## src/rtl/mc_control_fsm.sv

```systemverilog
// Multicycle RISC-V control unit: Moore FSM sequencing fetch, decode, execute,
// memory and writeback. Outputs are forced low while rst is high.
//
// state      | meaning
// -----------+---------------------------------------------------
// FETCH      | read instruction at PC, PC <= PC + 4
// DECODE     | decode opcode, ALUOut <= oldPC + imm (branch/jal target)
// EXEC_R     | rs1 op rs2
// EXEC_I     | rs1 op imm
// MEM_ADDR   | rs1 + imm for load/store
// MEM_READ   | read data memory at computed address
// MEM_WB     | write loaded data to rd
// MEM_WRITE  | write rs2 to data memory
// BRANCH     | compare rs1/rs2, PC <= target if taken
// JAL        | PC <= target, ALUOut <= oldPC + 4
// JALR       | PC <= rs1 + imm
// JALR_LINK  | ALUOut <= oldPC + 4
// ALU_WB     | write ALUOut to rd
// LUI        | write extended immediate to rd
module mc_control_fsm (
    input  logic       clk,
    input  logic       rst,
    input  logic [6:0] opcode,
    input  logic [2:0] funct3,
    input  logic       zero,
    input  logic       neg,
    output logic [2:0] imm_src,
    output logic       pc_write,
    output logic       ir_write,
    output logic       mem_write,
    output logic       reg_write,
    output logic       adr_src,
    output logic [1:0] alu_src_a,
    output logic [1:0] alu_src_b,
    output logic [1:0] result_src,
    output logic [1:0] alu_op,
    output logic       instr_done,
    output logic       illegal
);

    localparam logic [6:0] OP_R    = 7'b0110011;
    localparam logic [6:0] OP_IALU = 7'b0010011;
    localparam logic [6:0] OP_LW   = 7'b0000011;
    localparam logic [6:0] OP_SW   = 7'b0100011;
    localparam logic [6:0] OP_B    = 7'b1100011;
    localparam logic [6:0] OP_JAL  = 7'b1101111;
    localparam logic [6:0] OP_JALR = 7'b1100111;
    localparam logic [6:0] OP_LUI  = 7'b0110111;

    typedef enum logic [3:0] {
        S_FETCH     = 4'd0,
        S_DECODE    = 4'd1,
        S_EXEC_R    = 4'd2,
        S_EXEC_I    = 4'd3,
        S_MEM_ADDR  = 4'd4,
        S_MEM_READ  = 4'd5,
        S_MEM_WB    = 4'd6,
        S_MEM_WRITE = 4'd7,
        S_BRANCH    = 4'd8,
        S_JAL       = 4'd9,
        S_JALR      = 4'd10,
        S_JALR_LINK = 4'd11,
        S_ALU_WB    = 4'd12,
        S_LUI       = 4'd13
    } state_t;

    state_t state;
    state_t state_next;
    logic   taken;

    always_ff @(posedge clk or posedge rst) begin
        if (rst) state <= S_FETCH;
        else     state <= state_next;
    end

    always_comb begin
        case (funct3)
            3'b000:  taken = zero;
            3'b001:  taken = ~zero;
            3'b100:  taken = neg;
            3'b101:  taken = ~neg;
            default: taken = 1'b0;
        endcase
    end

    always_comb begin
        state_next = S_FETCH;
        imm_src    = 3'd0;
        pc_write   = 1'b0;
        ir_write   = 1'b0;
        mem_write  = 1'b0;
        reg_write  = 1'b0;
        adr_src    = 1'b0;
        alu_src_a  = 2'd0;
        alu_src_b  = 2'd0;
        result_src = 2'd0;
        alu_op     = 2'd0;
        instr_done = 1'b0;
        illegal    = 1'b0;

        case (state)
            S_FETCH: begin
                ir_write   = 1'b1;
                alu_src_b  = 2'd2;
                result_src = 2'd2;
                pc_write   = 1'b1;
                state_next = S_DECODE;
            end
            S_DECODE: begin
                alu_src_a = 2'd1;
                alu_src_b = 2'd1;
                case (opcode)
                    OP_R:    state_next = S_EXEC_R;
                    OP_IALU: state_next = S_EXEC_I;
                    OP_LW:   state_next = S_MEM_ADDR;
                    OP_SW:   begin imm_src = 3'd1; state_next = S_MEM_ADDR; end
                    OP_B:    begin imm_src = 3'd2; state_next = S_BRANCH;   end
                    OP_JAL:  begin imm_src = 3'd4; state_next = S_JAL;      end
                    OP_JALR: state_next = S_JALR;
                    OP_LUI:  begin imm_src = 3'd3; state_next = S_LUI;      end
                    default: illegal = 1'b1;
                endcase
            end
            S_EXEC_R: begin
                alu_src_a  = 2'd2;
                alu_op     = 2'd2;
                state_next = S_ALU_WB;
            end
            S_EXEC_I: begin
                alu_src_a  = 2'd2;
                alu_src_b  = 2'd1;
                alu_op     = 2'd2;
                state_next = S_ALU_WB;
            end
            S_MEM_ADDR: begin
                alu_src_a = 2'd2;
                alu_src_b = 2'd1;
                // opcode comes straight from the IR, stable for the whole instruction
                if (opcode == OP_SW) begin
                    imm_src    = 3'd1;
                    state_next = S_MEM_WRITE;
                end else begin
                    state_next = S_MEM_READ;
                end
            end
            S_MEM_READ: begin
                adr_src    = 1'b1;
                state_next = S_MEM_WB;
            end
            S_MEM_WB: begin
                result_src = 2'd1;
                reg_write  = 1'b1;
                instr_done = 1'b1;
            end
            S_MEM_WRITE: begin
                adr_src    = 1'b1;
                mem_write  = 1'b1;
                instr_done = 1'b1;
            end
            S_BRANCH: begin
                alu_src_a  = 2'd2;
                alu_op     = 2'd1;
                imm_src    = 3'd2;
                pc_write   = taken;
                instr_done = 1'b1;
            end
            S_JAL: begin
                alu_src_a  = 2'd1;
                alu_src_b  = 2'd2;
                pc_write   = 1'b1;
                state_next = S_ALU_WB;
            end
            S_JALR: begin
                alu_src_a  = 2'd2;
                alu_src_b  = 2'd1;
                result_src = 2'd2;
                pc_write   = 1'b1;
                state_next = S_JALR_LINK;
            end
            S_JALR_LINK: begin
                alu_src_a  = 2'd1;
                alu_src_b  = 2'd2;
                state_next = S_ALU_WB;
            end
            S_ALU_WB: begin
                reg_write  = 1'b1;
                instr_done = 1'b1;
            end
            S_LUI: begin
                imm_src    = 3'd3;
                result_src = 2'd3;
                reg_write  = 1'b1;
                instr_done = 1'b1;
            end
            default: state_next = S_FETCH;
        endcase

        // reset silences every output immediately, independent of the clock
        if (rst) begin
            imm_src    = 3'd0;
            pc_write   = 1'b0;
            ir_write   = 1'b0;
            mem_write  = 1'b0;
            reg_write  = 1'b0;
            adr_src    = 1'b0;
            alu_src_a  = 2'd0;
            alu_src_b  = 2'd0;
            result_src = 2'd0;
            alu_op     = 2'd0;
            instr_done = 1'b0;
            illegal    = 1'b0;
        end
    end

endmodule

```

## config.mk

```make
export PLATFORM = sky130hd
export DESIGN_NAME = mc_control_fsm
export DESIGN_NICKNAME = d
export VERILOG_FILES = /design/src/rtl/mc_control_fsm.sv
export SDC_FILE = /design/constraint.sdc
export NUM_CORES = 1
export LEC_CHECK = 0
export CORE_MARGIN = 2
export CORE_UTILIZATION = 42
export DETAILED_ROUTE_END_ITERATION = 8
export PLACE_DENSITY_LB_ADDON = 0.25
export SLEW_MARGIN = 20
export SYNTH_ARGS = -nofsm -noshare
export SYNTH_HDL_FRONTEND = slang
export SYNTH_SLANG_ARGS = --single-unit
```

## constraint.sdc

```tcl
create_clock -name clk -period 2.2 [get_ports clk]
set_input_delay 0.55 -clock clk [delete_from_list [all_inputs] [get_ports clk]]
set_output_delay 0.55 -clock clk [all_outputs]
set_load 0.05 [all_outputs]
```

==> results of run 1 <==
per-stage QoR:
stage | setup TNS, ns | utilization [%] | instances | area (µm²) | hold slack, ns
2_1_floorplan | -0.755 | - | 116 | 872 | 0.346
3_3_place_gp | -1.82 | 85.9 | 186 | 1500 | 0.620
3_5_place_dp | -2.51 | 85.9 | 186 | 1500 | 0.641
cells by family after synthesis:
group	share of synthesized area [%]
AND/OR/NAND/NOR	48.4
XOR/XNOR	3.37
AO/OA/AOI/OAI	22.4
buffers and inverters	9.13
flip-flops	12.8
multiplexers	3.85
==> summary.log, run 1 <==
[run_status] outcome aborted with a tool error
[run_status] last flow stage reached clock tree synthesis (4_1_cts)
[run_status] Tool Error [ERROR DPL-0033] detailed placement checks failed during check placement.
[placement] # port buffers 31
[clock_network] clock tree sinks 4
[placement] estimated wirelength of the detail-placed design 2390 µm
[floorplanning] num ports 32
[clock_network] clock buffer depth 2
[placement] worst setup slack before clock tree synthesis -0.452 ns
[synth] share of the synthesized area in the top cell type 12.8%
[synth] share of synthesized flip-flops with an asynchronous set or reset 100%
[synth] register bit total from synthesis 4
[clock_network] number of levels the H-tree was split into 1
[synth] most numerous cell types in the synthesized netlist sky130_fd_sc_hd__nor2_1, sky130_fd_sc_hd__nand2_1, sky130_fd_sc_hd__a21oi_1, sky130_fd_sc_hd__buf_2, sky130_fd_sc_hd__nand2b_1
[synth] most common cell in the netlist sky130_fd_sc_hd__nor2_1
[synth] cells taking the most area after synthesis sky130_fd_sc_hd__dfrtp_1, sky130_fd_sc_hd__nor2_1, sky130_fd_sc_hd__a21oi_1
[clock_network] Post-CTS Setup Repair Bufs 10
[clock_network] total clock buffers created by CTS 3
[synth] average cell area after synthesis 6.73 µm²
[clock_network] hold buffers post-CTS 0
[synth] Cell Area, Synth 781 µm²
[floorplanning] initial standard-cell utilization of the core 44.7%
[floorplanning] width of the chip 47.1 µm
[synth] cell count after synthesis 116
[synth] library cell with the largest summed area after synthesis sky130_fd_sc_hd__dfrtp_1
[clock_network] buffer cell driving the clock tree root sky130_fd_sc_hd__clkbuf_4
[synth] count of distinct cell types in the synthesized netlist 41
[synth] YS warnings 0
[clock_network] CTS-repair resized insts 61
[synth] sequential area share after synthesis 12.8%
[placement] gp weighted congestion 0.793
[floorplanning] floorplan row count 15
[synth] commonest register cell after synthesis sky130_fd_sc_hd__dfrtp_1
[floorplanning] Die Ht 47.1 µm
[synth] total nets after synthesis 130
[synth] number of flops mapped to enable cells by yosys 0
==> inputs of run 2 (changes only) <==
--- a/config.mk
+++ b/config.mk
@@ -5,10 +5,10 @@
 export SDC_FILE = /design/constraint.sdc
 export NUM_CORES = 1
 export LEC_CHECK = 0
-export CORE_MARGIN = 2
-export CORE_UTILIZATION = 42
+export CORE_AREA = 2 2 63 65
 export DETAILED_ROUTE_END_ITERATION = 8
-export PLACE_DENSITY_LB_ADDON = 0.25
+export DIE_AREA = 0 0 65 67
+export PLACE_DENSITY_LB_ADDON = 0.15
 export SLEW_MARGIN = 20
 export SYNTH_ARGS = -nofsm -noshare
 export SYNTH_HDL_FRONTEND = slang
==> summary.log, run 2 <==
[run_status] outcome complete, but fails checks
[run_status] violations in the final reports negative setup slack
[global_routing] number of antenna violations at the first check in global routing 0
[finish] most frequent cells in the layout sky130_fd_sc_hd__buf_4, sky130_fd_sc_hd__buf_12, sky130_fd_sc_hd__nor2_1, sky130_fd_sc_hd__nand2_1, sky130_fd_sc_hd__buf_2
[setup_path] master of the slowest instance on the critical path sky130_fd_sc_hd__nor4b_4
[synth] most numerous cell types in the synthesized netlist sky130_fd_sc_hd__nor2_1, sky130_fd_sc_hd__nand2_1, sky130_fd_sc_hd__a21oi_1, sky130_fd_sc_hd__buf_2, sky130_fd_sc_hd__nand2b_1
[finish] share of final-layout standard cells stronger than drive strength 1 58.4%
[sta] Worst Setup Slack, final -0.0223 ns
[finish] final standard cell area without fillers 0.00176 mm²
[setup_path] worst path required time 1.65 ns
[sta] worst clock skew on the final layout 0.000858 ns
[synth] cells taking the most area after synthesis sky130_fd_sc_hd__dfrtp_1, sky130_fd_sc_hd__nor2_1, sky130_fd_sc_hd__a21oi_1
[floorplanning] Total Die Area 0.00436 mm²
[synth] Cell Area, Synth 781 µm²
[placement] gp weighted congestion 0.738
[setup_path] Critical path buffers and inverters 2
[finish] most frequent standard cell in the layout excluding fill and tap cells sky130_fd_sc_hd__buf_4
[synth] most common cell in the netlist sky130_fd_sc_hd__nor2_1
[floorplanning] num ports 32
[route] number of iterations in the first detailed-routing pass 4
[clock_network] clock tree sinks 4
[setup_path] endpoint of the worst register-to-register path state[0]
[route] highest metal layer with signal wires met3
[floorplanning] floorplan row count 22
[setup_path] ordered list of cells on the worst path buf_6 > nand4b_4 > nor4b_4 > o22ai_2 > nor4_4 > buf_12
[finish] number of flip-flops in the largest register 4
[floorplanning] width of the chip 65 µm
[setup_path] Worst Path Arrival 1.67 ns
[global_routing] largest net degree at the start of global routing 14
[sta] Slew Viols, Final 0
[clock_network] clock buffer depth 2
[finish] largest registers state: 4 flops
[synth] YS warnings 0
[power_and_ir_drop] leakage power 0.725 nW
[clock_network] clock transition at the register clock pins on the worst setup and hold paths after CTS 0.03 ns
[floorplanning] initial standard-cell utilization of the core 21.7%
[power_and_ir_drop] Logic pwr share 83.3%
[route] count of unresolved DRC violations after routing 0
[power_and_ir_drop] fraction of power spent switching nets 48.6%
[clock_network] number of levels the H-tree was split into 1
[sta] final worst path period share 101%
[placement] placed cell area 0.00153 mm²
[route] met3 routed wirelength 129 µm
[sta] unrepaired setup endpoints after global routing yes
[finish] area grow syn2layout 126%
[route] Met2 Wirelength 1470 µm
[setup_path] cell depth of the worst flop-to-flop path 4
[synth] library cell with the largest summed area after synthesis sky130_fd_sc_hd__dfrtp_1
[setup_path] crit-path max cell delay 0.33 ns
[power_and_ir_drop] Internal Pwr Total 1.02 mW
[setup_path] capturing element type of the critical path primary output
[finish] antenna diode count 0
[synth] share of synthesized flip-flops with an asynchronous set or reset 100%
[synth] count of distinct cell types in the synthesized netlist 41
[sta] maximum clock rate 450 MHz
[synth] sequential area share after synthesis 12.8%
[global_routing] wire length of the first global-routing pass 4600 µm
[power_and_ir_drop] switching power of the nets 0.965 mW
[power_and_ir_drop] Flop pwr share 9.0%
[synth] register bit total from synthesis 4
[route] total detailed-routing wirelength 2760 µm
[synth] number of flops mapped to enable cells by yosys 0
[clock_network] total clock buffers created by CTS 3
[global_routing] All-Layer GR Usage 13.5%
[synth] average cell area after synthesis 6.73 µm²
[run] Maximum Capacitance Violations 0
[sta] Final TNS setup -0.0223 ns
[route] drt via density 4.81
[route] count of nets left with antenna violations after detail routing 0
[placement] # port buffers 31
[setup_path] largest delay contributor family on the critical path simple AND/OR/NAND/NOR gates
[finish] register bank with the most flops state
[route] drt first-iter violations 34
[finish] number of nets in the layout 189
[clock_network] CTS tree built
[sta] final number of setup-violating endpoints 1
[synth] total nets after synthesis 130
[floorplanning] area of the placeable core 0.00361 mm²
[synth] cell count after synthesis 116
[setup_path] origin of the critical flop-to-flop path state[3]
[global_routing] total grt overflow 0
[setup_path] maximum net fanout on the critical path 3
[sta] Final Hold Fails 0
[global_routing] number of global-route vias before repair 1,000
[power_and_ir_drop] Pwr Density 1130 mW/mm²
[hold_path] Hold/Removal Path Class in -> async
[route] wire per inst 12.5 µm
[synth] commonest register cell after synthesis sky130_fd_sc_hd__dfrtp_1
[sta] Worst slew margin 78.6%
[power_and_ir_drop] proportion of power drawn by the clock network 7.7%
[clock_network] worst skew pair latency 0.21 ns
[power_and_ir_drop] worst IR drop on VDD 0.473 mV
[synth] share of the synthesized area in the top cell type 12.8%
[sta] transition time at the pin with the least slew margin 0.319 ns
[clock_network] buffer cell driving the clock tree root sky130_fd_sc_hd__clkbuf_8
[route] wire length the detailed router placed on met1 1150 µm
[setup_path] Setup Crit Path Kind in -> out
[floorplanning] Die Ht 67 µm
[setup_path] Worst R2R Setup Slack 0.72 ns
[setup_path] sort of element at the start of the critical path primary input
[sta] minimum clock period after layout 2.22 ns
[placement] estimated wirelength of the detail-placed design 2150 µm
[route] number of vias in the routed layout 1,063
run 2: cell counts after synthesis:
No cell type changed its count.
run 2: layer usage:
| layer | track usage [%] | vias to the layer above |
|---|---|---|
| li1 | - | 535 |
| met1 | 16.3 | 500 |
| met2 | 24.6 | 28 |
| met3 | 1.35 | 0 |
| met4 | 4.79 | 0 |
| met5 | 0 | - |
run 2: cell type report:
| class | count | area, µm² |
|---|---|---|
| flip-flops and latches | 4 | 104 |
| multi-input cells | 98 | 832 |
| clock buffers | 3 | 41.3 |
| inverters | 2 | 7.51 |
| well taps | 48 | 60.1 |
| fillers | 351 | 1840 |
| repair buffers | 66 | 718 |
run 2: worst max-delay path by stage:
stage               from             to  slack (ns)  cells after the start
6_report       opcode[3]     imm_src[0]       -0.02                      6
5_1_grt         state[2]  result_src[1]       -0.09                      6
4_1_cts        opcode[3]     imm_src[0]       -0.10                      6
3_5_place_dp   opcode[0]     imm_src[0]       -0.45                      6
3_3_place_gp   opcode[0]     imm_src[0]       -0.41                      6
2_1_floorplan   state[3]   alu_src_b[1]       -0.32                      5
run 2: through the flow:
step | hold slack (ns) | instances | total power, mW | utilization, % | setup WS (ns)
2_1_floorplan | 0.346 | 116 | 0.993 | - | -0.324
3_3_place_gp | 0.670 | 209 | 1.57 | 42.4 | -0.406
3_5_place_dp | 0.682 | 209 | 1.58 | 42.4 | -0.452
4_1_cts | 0.557 | 217 | 1.88 | 45.8 | -0.105
5_1_grt | 0.586 | 221 | 2.11 | 48.9 | -0.0853
6_report | 0.556 | 221 | 1.98 | 48.9 | -0.0223
run 2: power by group through the flow:
stage	Combinational, mW	Sequential, mW	Clock [mW]
finish	1.65	0.179	0.153
global route	1.76	0.186	0.166
CTS	1.54	0.188	0.157
detailed placement	1.39	0.186	0
global placement	1.38	0.183	0
floorplan	0.862	0.131	0
run 2: kinds of logic (layout without fill, tap and decap cells):
logic type / Yosys count / after routing / share of synthesized area (%)
and+or+nand+nor: 64 / 64 / 48.4
AOI/OAI and AO/OA: 28 / 28 / 22.4
buffers and inverters: 14 / 71 / 9.13
DFF: 4 / 4 / 12.8
xor gates and xnor gates: 3 / 3 / 3.37
muxes: 3 / 3 / 3.85
run 2: worst reg2reg max path, cell delays in order (launching register included):
cell and delay, ns:
sky130_fd_sc_hd__dfrtp_2 0.43, sky130_fd_sc_hd__buf_12 0.14, sky130_fd_sc_hd__buf_4 0.15, sky130_fd_sc_hd__or4_1 0.51, sky130_fd_sc_hd__o21ai_1 0.16
run 2: what timing repair did:
item,4_1_cts,5_1_grt
hold buffers,0,0
endpoints found under the hold margin,0,0
setup endpoints to repair,18,11
gates resized for setup,56,16
setup buffers,5,4
pin swaps,11,8
Power figures use the tool's default switching activity.
==> inputs of run 3 (changes only) <==
==> constraint.sdc (replaced) <==
create_clock -name clk -period 2 [get_ports clk]
set_input_delay 0.5 -clock clk [delete_from_list [all_inputs] [get_ports clk]]
set_output_delay 0.5 -clock clk [all_outputs]
set_load 0.05 [all_outputs]
==> summary.log, run 3 (synthesis results as in run 2) <==
[run_status] outcome complete, but fails checks
[run_status] violations in the final reports negative setup slack
[route] count of unresolved DRC violations after routing 0
[floorplanning] initial standard-cell utilization of the core 21.7%
[global_routing] number of global-route vias before repair 1,138
[setup_path] Setup Crit Path Kind reg -> out
[finish] register bank with the most flops state
[sta] unrepaired setup endpoints after global routing yes
[floorplanning] Die Ht 67 µm
[clock_network] clock tree sinks 4
[sta] Final Hold Fails 0
[setup_path] sort of element at the start of the critical path flop
[setup_path] origin of the critical flop-to-flop path state[3]
[global_routing] number of antenna violations at the first check in global routing 0
[clock_network] buffer cell driving the clock tree root sky130_fd_sc_hd__clkbuf_8
[route] total detailed-routing wirelength 3330 µm
[finish] number of flip-flops in the largest register 4
[route] count of nets left with antenna violations after detail routing 0
[clock_network] clock buffer depth 2
[sta] Slew Viols, Final 0
[sta] final number of setup-violating endpoints 13
[finish] largest registers state: 4 flops
[global_routing] largest net degree at the start of global routing 11
[setup_path] cell depth of the worst flop-to-flop path 7
[clock_network] clock transition at the register clock pins on the worst setup and hold paths after CTS 0.03 ns
[clock_network] worst skew pair latency 0.22 ns
[sta] Worst slew margin 79.6%
[finish] most frequent standard cell in the layout excluding fill and tap cells sky130_fd_sc_hd__buf_4
[finish] final standard cell area without fillers 0.00207 mm²
[power_and_ir_drop] Pwr Density 1310 mW/mm²
[finish] most frequent cells in the layout sky130_fd_sc_hd__buf_4, sky130_fd_sc_hd__buf_12, sky130_fd_sc_hd__nand2_1, sky130_fd_sc_hd__buf_6
[power_and_ir_drop] leakage power 0.877 nW
[finish] share of final-layout standard cells stronger than drive strength 1 71.0%
[clock_network] number of levels the H-tree was split into 1
[floorplanning] area of the placeable core 0.00361 mm²
[run] Maximum Capacitance Violations 0
[setup_path] capturing element type of the critical path primary output
[finish] number of nets in the layout 209
[setup_path] startpoint of the worst setup timing path state[2]
[placement] estimated wirelength of the detail-placed design 2200 µm
[placement] placed cell area 0.00163 mm²
[clock_network] CTS tree built
[sta] transition time at the pin with the least slew margin 0.303 ns
[floorplanning] Total Die Area 0.00436 mm²
[setup_path] maximum net fanout on the critical path 4
[clock_network] hold buffers post-CTS 0
[sta] worst clock skew on the final layout 0.00345 ns
[sta] maximum clock rate 455 MHz
[setup_path] Worst Path Arrival 1.70 ns
[sta] minimum clock period after layout 2.20 ns
[global_routing] All-Layer GR Usage 14.8%
[route] wire per inst 13.8 µm
[finish] antenna diode count 0
[sta] Worst Setup Slack, final -0.200 ns
[route] number of vias in the routed layout 1,188
[finish] area grow syn2layout 166%
[global_routing] wire length of the first global-routing pass 5060 µm
[finish] fill cell instance count of the final layout 312
[route] drt via density 4.93
[floorplanning] width of the chip 65 µm
[power_and_ir_drop] worst IR drop on VDD 0.706 mV
[route] number of iterations in the first detailed-routing pass 4
[placement] gp weighted congestion 0.750
[floorplanning] num ports 32
[setup_path] worst path required time 1.50 ns
[floorplanning] floorplan row count 22
[clock_network] total clock buffers created by CTS 3
[placement] worst setup slack before clock tree synthesis -0.575 ns
[hold_path] Hold/Removal Path Class in -> async
[route] drt first-iter violations 24
[placement] # port buffers 31
[global_routing] total grt overflow 0
[sta] final worst path period share 110%
run 3: worst paths after layout:
| kind | endpoint | slack (ns) |
|---|---|---|
| worst max-delay path | result_src[1] | -0.20 |
| worst min-delay path | state[1] | 0.39 |
| worst max register to register | state[1] | 0.49 |
| worst min register to register | state[3] | 0.83 |
| max in group asynchronous | state[2] | 1.50 |
| min in group clk | state[3] | 0.74 |
run 3: power breakdown:
part           total (mW)  internal [mW]  switching [mW]
logic                2.38           1.18            1.20
clock network       0.169          0.128          0.0413
registers           0.167          0.121          0.0458
total                2.71           1.43            1.29
run 3: repair_timing:
item / CTS / global route
cloned: 0 / 2
gates resized for setup: 88 / 21
pin swaps: 23 / 12
setup buffers: 14 / 5
setup endpoints to repair: 18 / 18
endpoints found under the hold margin: 0 / 0
run 3: critical path, cell delays in order, from the launching register on:
cell and delay, ns:
sky130_fd_sc_hd__dfrtp_2 0.44, sky130_fd_sc_hd__buf_6 0.15, sky130_fd_sc_hd__or3_4 0.38, sky130_fd_sc_hd__a21oi_2 0.18, sky130_fd_sc_hd__nor2_2 0.06, sky130_fd_sc_hd__nor2_2 0.12
sky130_fd_sc_hd__buf_12 0.15
run 3: through the flow:
step	TNS [ns]	power, mW	hold slack [ns]	util [%]	cells
floorplan	-1.05	1.12	0.296	-	116
global placement	-3.49	1.85	0.716	45.3	220
detailed placement	-3.61	1.86	0.729	45.3	220
CTS	-1.12	2.47	0.517	53.9	235
global route	-1.93	2.86	0.423	57.5	241
finish	-0.937	2.71	0.391	57.5	241
run 3: final cells by class:
cell class / instances / area, µm² / area share, %
clock buffers: 3 / 41.3 / 1.99
well taps: 48 / 60.1 / 2.90
inverters: 2 / 7.51 / 0.362
flip-flops and latches: 4 / 104 / 5.01
repair buffers: 86 / 911 / 43.9
multi-input cells: 98 / 951 / 45.8
run 3: layer usage:
metal,global-route usage (%),share of wire (%),up-vias
met5,0,0,-
met4,5.59,2.3,0
met3,1.35,3.1,6
met2,27.3,53,32
met1,17.7,42,570
li1,-,-,580
==> inputs of run 4 (changes only) <==
--- a/config.mk
+++ b/config.mk
@@ -5,10 +5,12 @@
 export SDC_FILE = /design/constraint.sdc
 export NUM_CORES = 1
 export LEC_CHECK = 0
+export ABC_CLOCK_PERIOD_IN_PS = 2000
 export CORE_AREA = 2 2 63 65
 export DETAILED_ROUTE_END_ITERATION = 8
 export DIE_AREA = 0 0 65 67
 export PLACE_DENSITY_LB_ADDON = 0.15
+export RECOVER_POWER = 25
 export SLEW_MARGIN = 20
 export SYNTH_ARGS = -nofsm -noshare
 export SYNTH_HDL_FRONTEND = slang
==> summary.log, run 4 (synthesis results as in run 2) <==
[setup_path] master of the slowest instance on the critical path sky130_fd_sc_hd__dfrtp_2
[finish] fill cell instance count of the final layout 313
[setup_path] maximum net fanout on the critical path 4
[power_and_ir_drop] Pwr Density 1310 mW/mm²
[finish] most frequent cells in the layout sky130_fd_sc_hd__buf_4, sky130_fd_sc_hd__buf_12, sky130_fd_sc_hd__nand2_1, sky130_fd_sc_hd__buf_6
[route] drt via density 4.92
[floorplanning] Die Ht 67 µm
[clock_network] total clock buffers created by CTS 3
[route] wire per inst 13.8 µm
[floorplanning] initial standard-cell utilization of the core 21.7%
[setup_path] Critical path buffers and inverters 2
[global_routing] number of antenna violations at the first check in global routing 0
[setup_path] crit-path max cell delay 0.44 ns
[global_routing] number of global-route vias before repair 1,138
[floorplanning] area of the placeable core 0.00361 mm²
[route] drt first-iter violations 32
[sta] unrepaired setup endpoints after global routing yes
[route] number of vias in the routed layout 1,186
[finish] number of flip-flops in the largest register 4
[finish] share of final-layout standard cells stronger than drive strength 1 69.9%
[setup_path] startpoint of the worst setup timing path state[2]
[setup_path] largest delay contributor family on the critical path simple AND/OR/NAND/NOR gates
[sta] transition time at the pin with the least slew margin 0.303 ns
[placement] total instance count after detailed placement 220
[setup_path] Crit path top cell by count sky130_fd_sc_hd__nor2_2
[clock_network] worst skew pair latency 0.22 ns
[finish] antenna diode count 0
[floorplanning] floorplan row count 22
[clock_network] clock buffer depth 2
[finish] non-filler cells, final 241
[sta] worst clock skew on the final layout 0.00345 ns
[global_routing] wire length of the first global-routing pass 5060 µm
[sta] Final Hold Slack 0.470 ns
[placement] worst setup slack before clock tree synthesis -0.575 ns
[finish] largest registers state: 4 flops
[sta] Slew Viols, Final 0
[floorplanning] num ports 32
[clock_network] clock tree sinks 4
[finish] Seq. cell area 104 µm²
[route] total detailed-routing wirelength 3330 µm
[setup_path] sort of element at the start of the critical path flop
[clock_network] clock transition at the register clock pins on the worst setup and hold paths after CTS 0.03 ns
[hold_path] Hold/Removal Path Class in -> async
[placement] gp weighted congestion 0.750
[setup_path] ordered list of cells on the worst path buf_6 > or3_4 > a21oi_2 > nor2_2 > nor2_2 > buf_12
[floorplanning] width of the chip 65 µm
[run] Maximum Capacitance Violations 0
[clock_network] CTS tree built
[finish] share of the core filled with cells in the final layout 57.4%
[sta] final worst path period share 110%
[setup_path] origin of the critical flop-to-flop path state[3]
[finish] most frequent standard cell in the layout excluding fill and tap cells sky130_fd_sc_hd__buf_4
[finish] register bank with the most flops state
[placement] # port buffers 31
[route] count of unresolved DRC violations after routing 0
[floorplanning] Total Die Area 0.00436 mm²
[global_routing] All-Layer GR Usage 14.8%
[run_status] violations in the final reports negative setup slack
[run_status] outcome complete, but fails checks
[sta] Worst Setup Slack, final -0.200 ns
[setup_path] worst path required time 1.50 ns
[global_routing] total grt overflow 0
[finish] area used by multi-input combinational logic 951 µm²
[finish] number of nets in the layout 209
[sta] Worst slew margin 79.6%
[route] number of iterations in the first detailed-routing pass 4
[global_routing] largest net degree at the start of global routing 11
[sta] maximum clock rate 454 MHz
[power_and_ir_drop] leakage power 0.874 nW
[setup_path] Worst Path Arrival 1.70 ns
[sta] final number of setup-violating endpoints 13
[setup_path] Setup Crit Path Kind reg -> out
[power_and_ir_drop] worst IR drop on VDD 0.706 mV
[finish] area grow syn2layout 165%
[clock_network] number of levels the H-tree was split into 1
[placement] estimated wirelength of the detail-placed design 2200 µm
[setup_path] capturing element type of the critical path primary output
[route] count of nets left with antenna violations after detail routing 0
[sta] Final Hold Fails 0
[clock_network] buffer cell driving the clock tree root sky130_fd_sc_hd__clkbuf_8
[sta] Final TNS setup -0.936 ns
[sta] minimum clock period after layout 2.20 ns
==> run 4: per-layer routing <==
layer	vias up	GRT usage [%]	share of wire, %
met5	-	0	0
met4	0	5.59	2.0
met3	4	1.35	3.2
met2	30	27.3	53
met1	570	17.7	42
li1	582	-	-
==> run 4: layout make-up <==
class / instances / area share, %
Clock buffer: 3 / 1.99
Inverter: 2 / 0.363
Multi-Input combinational cell: 98 / 45.9
Sequential cell: 4 / 5.02
Tap cell: 48 / 2.90
Timing Repair Buffer: 86 / 43.8
==> run 4: worst paths after layout <==
path                                 end  slack [ns]  depth (start not counted)
setup / recovery           result_src[1]       -0.20                          6
hold / removal                  state[0]        0.47                          3
setup reg to reg                state[1]        0.49                          7
hold reg to reg                 state[3]        0.83                          3
max in group asynchronous       state[2]        1.33                          3
min in group clk                state[3]        0.74                          4
==> run 4: power breakdown <==
group	total (mW)	switching [mW]	internal [mW]
registers	0.167	0.0451	0.121
clock network	0.169	0.0412	0.128
logic	2.38	1.20	1.18
==> run 4: timing repair <==
action,in CTS,in global routing
hold buffers,0,0
buffers inserted,14,5
endpoints found under the hold margin,0,0
resized for setup,88,21
setup endpoints to repair,18,18
pin swaps,23,12
gates cloned,0,2
==> run 4: worst reg2reg max path: stages (launching register included) <==
cell,delay (ns)
sky130_fd_sc_hd__dfrtp_2,0.40
sky130_fd_sc_hd__buf_4,0.16
sky130_fd_sc_hd__buf_8,0.13
sky130_fd_sc_hd__nor2b_4,0.14
sky130_fd_sc_hd__and3b_1,0.20
sky130_fd_sc_hd__buf_4,0.15
sky130_fd_sc_hd__a31oi_1,0.13
sky130_fd_sc_hd__o21ai_1,0.09
==> run 4: through the flow <==
step                      power (mW)  cell area, µm²
final                           2.71            2070
after global routing            2.86            2070
after CTS                       2.47            1940
after detailed placement        1.86            1630
after global placement          1.85            1630
after floorplan                 1.12             895
